File: config.mk
export PLATFORM = sky130hd
export DESIGN_NAME = cu_fsm
export DESIGN_NICKNAME = d
export VERILOG_FILES = /design/src/rtl/cu_fsm.sv
export SDC_FILE = /design/constraint.sdc
export NUM_CORES = 1
export LEC_CHECK = 0
export ABC_CLOCK_PERIOD_IN_PS = 1700
export CORE_MARGIN = 2
export CORE_UTILIZATION = 38
export DETAILED_ROUTE_END_ITERATION = 8
export HOLD_SLACK_MARGIN = 0.15
export PLACE_DENSITY = 0.75
export SYNTH_ARGS = -nofsm -noshare
export SYNTH_HDL_FRONTEND = slang
export SYNTH_SLANG_ARGS = --single-unit
File: constraint.sdc
create_clock -name clk -period 1.7 [get_ports clk]
set_clock_uncertainty 0.15 [all_clocks]
set_input_delay 0.34 -clock clk [delete_from_list [all_inputs] [get_ports clk]]
set_output_delay 0.34 -clock clk [all_outputs]
set_load 0.005 [all_outputs]
File: src/rtl/cu_fsm.sv
// Multicycle RV32I control sequencer: steps instructions through FETCH/EXEC/WB,
// issues PC/regfile/memory/CSR strobes and handles machine-mode interrupt entry.
module cu_fsm #(
    parameter int INIT_CYCLES  = 2,
    parameter int MEM_WAIT_MAX = 15
) (
    input  logic       clk,
    input  logic       rst_n,
    input  logic [6:0] cu_opcode,
    input  logic [2:0] func3,
    input  logic       intr,
    input  logic       csr_mie,
    input  logic       mem_ready,
    output logic       pc_write,
    output logic       reg_write,
    output logic       mem_rden1,
    output logic       mem_rden2,
    output logic       mem_we2,
    output logic       csr_we,
    output logic       mret_exec,
    output logic       int_taken,
    output logic       illegal,
    output logic       fault,
    output logic [2:0] dbg_state
);

    localparam int CNT_MAX = (INIT_CYCLES > MEM_WAIT_MAX) ? INIT_CYCLES : MEM_WAIT_MAX;
    localparam int CW      = $clog2(CNT_MAX + 1);
    localparam logic [CW-1:0] INIT_LAST = CW'(INIT_CYCLES - 1);
    // The cycle that would make the wait count reach MEM_WAIT_MAX is the last one tolerated.
    localparam logic [CW-1:0] WAIT_LAST = CW'(MEM_WAIT_MAX - 1);

    localparam logic [6:0] OPC_LUI    = 7'b0110111;
    localparam logic [6:0] OPC_AUIPC  = 7'b0010111;
    localparam logic [6:0] OPC_JAL    = 7'b1101111;
    localparam logic [6:0] OPC_JALR   = 7'b1100111;
    localparam logic [6:0] OPC_OP_IMM = 7'b0010011;
    localparam logic [6:0] OPC_OP     = 7'b0110011;
    localparam logic [6:0] OPC_BRANCH = 7'b1100011;
    localparam logic [6:0] OPC_LOAD   = 7'b0000011;
    localparam logic [6:0] OPC_STORE  = 7'b0100011;
    localparam logic [6:0] OPC_SYSTEM = 7'b1110011;

    typedef enum logic [2:0] {
        ST_INIT  = 3'd0,
        ST_FETCH = 3'd1,
        ST_EXEC  = 3'd2,
        ST_WB    = 3'd3,
        ST_INTR  = 3'd4,
        ST_ERR   = 3'd5
    } state_t;

    state_t        state, state_nxt, end_state;
    logic [CW-1:0] cnt, cnt_nxt;

    always_ff @(posedge clk or negedge rst_n) begin
        if (!rst_n) begin
            state <= ST_INIT;
            cnt   <= '0;
        end else begin
            state <= state_nxt;
            cnt   <= cnt_nxt;
        end
    end

    always_comb begin
        pc_write  = 1'b0;
        reg_write = 1'b0;
        mem_rden1 = 1'b0;
        mem_rden2 = 1'b0;
        mem_we2   = 1'b0;
        csr_we    = 1'b0;
        mret_exec = 1'b0;
        int_taken = 1'b0;
        illegal   = 1'b0;
        fault     = 1'b0;
        state_nxt = state;
        // Interrupts are only honoured where an instruction retires.
        end_state = (intr && csr_mie) ? ST_INTR : ST_FETCH;

        case (state)
            ST_INIT: begin
                if (cnt == INIT_LAST) state_nxt = ST_FETCH;
            end
            ST_FETCH: begin
                mem_rden1 = 1'b1;
                if (mem_ready)              state_nxt = ST_EXEC;
                else if (cnt == WAIT_LAST)  state_nxt = ST_ERR;
            end
            ST_EXEC: begin
                state_nxt = end_state;
                case (cu_opcode)
                    OPC_LUI, OPC_AUIPC, OPC_JAL, OPC_JALR, OPC_OP_IMM, OPC_OP: begin
                        pc_write  = 1'b1;
                        reg_write = 1'b1;
                    end
                    OPC_BRANCH: pc_write = 1'b1;
                    OPC_STORE: begin
                        mem_we2  = 1'b1;
                        pc_write = 1'b1;
                    end
                    OPC_LOAD: begin
                        mem_rden2 = 1'b1;
                        state_nxt = ST_WB;
                    end
                    OPC_SYSTEM: begin
                        pc_write = 1'b1;
                        if (func3 != 3'd0) begin
                            csr_we    = 1'b1;
                            reg_write = 1'b1;
                        end else begin
                            mret_exec = 1'b1;
                        end
                    end
                    default: begin
                        illegal  = 1'b1;
                        pc_write = 1'b1;
                    end
                endcase
            end
            ST_WB: begin
                if (mem_ready) begin
                    reg_write = 1'b1;
                    pc_write  = 1'b1;
                    state_nxt = end_state;
                end else begin
                    mem_rden2 = 1'b1;
                    if (cnt == WAIT_LAST) state_nxt = ST_ERR;
                end
            end
            ST_INTR: begin
                int_taken = 1'b1;
                pc_write  = 1'b1;
                state_nxt = ST_FETCH;
            end
            ST_ERR: begin
                fault = 1'b1;
            end
            default: state_nxt = ST_INIT;
        endcase
    end

    always_comb begin
        cnt_nxt = cnt;
        if (state_nxt != state)
            cnt_nxt = '0;
        else if (state == ST_INIT || state == ST_FETCH || state == ST_WB)
            cnt_nxt = cnt + 1'b1;
    end

    assign dbg_state = state;

endmodule

==> flow_summary.ini <==
[drt]
wire_per_inst_um = 17.76
vias = 973
dr.pass1.iters = 4
post-route-drc-count = 0
ant_nets = 0
drt_first_iter_violations = 11
vias_per_cell = 5.592
wirelength_um = 3090

[final_layout]
stdcell_count = 174
nFillCells = 89
final_cell_area_um2 = 1491
drive_above_1_share = 0.5973
diodes = 0
final_core_util = 0.8638
syn_to_final_growth_pct = 113.2
nets = 168

[die]
rows = 15
core_area_um2 = 1727
die_area_um2 = 2200
start_util = 0.4051
ioPinCount = 28
die_h_um = 46.90
fp.dieW_um = 46.90

[pwr]
ir_drop_mv = 1.267
p_leak_uw = 0.0006717
power_density_nw_per_um2 = 1432

[logic_synthesis]
synth_flop_cell = dfrtp_1
synth_area_um2 = 699.4
async_reset_ff_frac = 1.000
ys_seq_elements = 7
synth_edf_count = 0
synth_cell_type_count = 36
synth_fp_nets = 102
ys_seq_area_frac = 0.2504
ys_warn_count = 0
syn_area_per_cell_um2 = 8.326
synth_cells = 84

[outcome]
status = finished with violations
violations = setup timing

[sta]
holdWs_ps = 212.4
final_hold_viol_count = 0
setup_slack_ps = -578.2
final_max_slew_viol_count = 0
worstMarginPinSlew_ps = 374.1
finalCritPeriodShare = 1.340
setup_viol = 14
fmax_mhz = 438.9
grt_setup_unrepaired = yes
maxSlewHeadroom = 0.7498
layout_min_cycle_time_ps = 2278

[global_route]
grt_pass1_vias = 831
grt_max_degree = 15
antenna_found_initial = 0
track_usage = 0.2431
grt.overflow.total = 0
grt_pass1_wl_um = 3705

[place]
place.detailed.hpwl_um = 1564
dpl_cell_area_um2 = 1125
place_inst = 150
portBuffers = 27
place_congestion = 0.8014
post-place-ws_ps = -1067

[clock_network]
h-tree-depth = 1
clk_pin_slew_ps = 60
clockBufferDepth = 2
cts_tree = yes
postCtsHoldBufs = 0
cts_buffers = 3
clkSinkCount = 7
clk_latency_ps = 260
clock-root-buffer = clkbuf_4

[critical_path]
cp_cell_sequence = or3b_4 -> nor2_1 -> nand4_1 -> buf_4 -> nor4_4 -> buf_2
crit_buf_inv = 2
end_kind = primary output
critPathKind = flip-flop to primary output
startpoint_type = flip-flop
critPathSlowestCell = or3b_4
path_delay_family = simple AND/OR/NAND/NOR gates
critPathMaxFanout = 2
slowest_delay_ps = 410
cp_data_required_time_ps = 1210
cp.arrival_ps = 1790

[min_path]
min_path_type = input port to async pin

[flow_run]
drv_cap = 0
-- cells in the mapped netlist, drive strengths merged (2+ instances only) --
library cell	n	share of area
a21oi	5	0.036
a31oi	2	0.018
clkbuf	3	0.018
dfrtp	7	0.25
ha	3	0.054
inv	4	0.021
mux2i	2	0.029
nand2	3	0.016
nand3	4	0.029
nand4	2	0.018
nor2	6	0.032
nor2b	3	0.027
nor3	6	0.043
nor3b	6	0.064
nor4	4	0.036
o21ai	3	0.021
or2	2	0.021
or3b	2	0.025
xnor2	3	0.038
-- power breakdown --
part           switching [uW]  internal (uW)  total (uW)
sequential               37.4            218         255
combinational             787            937        1720
clock                    67.6           90.0         158
total                     892           1240        2140
-- per-stage QoR --
step                total power [uW]  setup TNS (ps)
finish                          2136           -3667
global route                    2257           -4461
CTS                             1596           -2797
detailed placement              1233           -9248
global placement                1211           -8846
floorplan                      805.2          -552.8
-- worst register-to-register path: stages (launching register included) --
cell	delay (ps)
dfrtp_1	390
buf_4	140
buf_6	120
buf_4	140
buf_6	130
nor2b_4	160
nor2_4	60
buf_6	120
xnor2_4	130
nor3_4	170
-- state kept, by name, summed over array words and instances (netlist names) --
| signal | cells |
|---|---|
| cnt | 4 |
| dbg_state | 3 |
-- final timing paths --
check                                   from            to  slack, ps  depth (start not counted)
worst max-delay path            dbg_state[2]     mret_exec       -580                          6
worst min-delay path                   rst_n  dbg_state[0]        210                          1
worst max register to register  dbg_state[0]        cnt[0]        -90                          9
worst min register to register        cnt[3]        cnt[3]        550                          2
max in group asynchronous              rst_n        cnt[3]        910                          1
min in group clk                cu_opcode[6]  dbg_state[2]        520                          5
-- cell type report --
| type | instances | area (um^2) | area share |
|---|---|---|---|
| multi-input combinational | 69 | 700.7 | 0.4698 |
| timing repair buffer | 65 | 543.0 | 0.3641 |
| sequential | 7 | 175.2 | 0.1174 |
| tap | 25 | 31.28 | 0.02097 |
| clock buffer | 4 | 26.28 | 0.01762 |
| inverter | 4 | 15.01 | 0.01007 |
-- repair_timing --
action / in CTS / in global routing
gates resized for setup: 84 / 39
endpoints found under the setup margin: 20 / 19
endpoints found under the hold margin: 0 / 0
setup buffers: 14 / 8
pin swaps: 13 / 21
cloned: 0 / 0
-- cells in the final DEF (no fill, tap or decap), types with 4 or more instances in the layout --
master / count
buf_4: 29
buf_6: 12
buf_2: 10
dfrtp_1: 7
clkdlybuf4s50_1: 6
inv_1: 4
nor3b_2: 4
nand3_1: 4
nor4_4: 4
-- cell families (layout without fill, tap and decap cells) --
family                   Yosys count  count (layout)  share of synthesized area
AND/OR/NAND/NOR                   44              44                     0.4079
XOR/XNOR                           3               3                    0.03757
AO/OA/AOI/OAI                     17              17                     0.1717
multiplexers                       2               2                    0.02862
adder cells (fa/ha/maj)            3               3                    0.05367
buffers and inverters              8              73                    0.05008
flip-flops                         7               7                     0.2505
-- layer usage --
layer / part of all wire / GRT usage / up-vias / wire, um
met5: 0 / 0 / - / 0
li1: - / - / 445 / -
met3: 0.035 / 0.05769 / 14 / 108
met1: 0.37 / 0.2723 / 479 / 1137
met4: 0.050 / 0.08333 / 0 / 155
met2: 0.55 / 0.4466 / 35 / 1689
(Power assumes the default switching activity.)
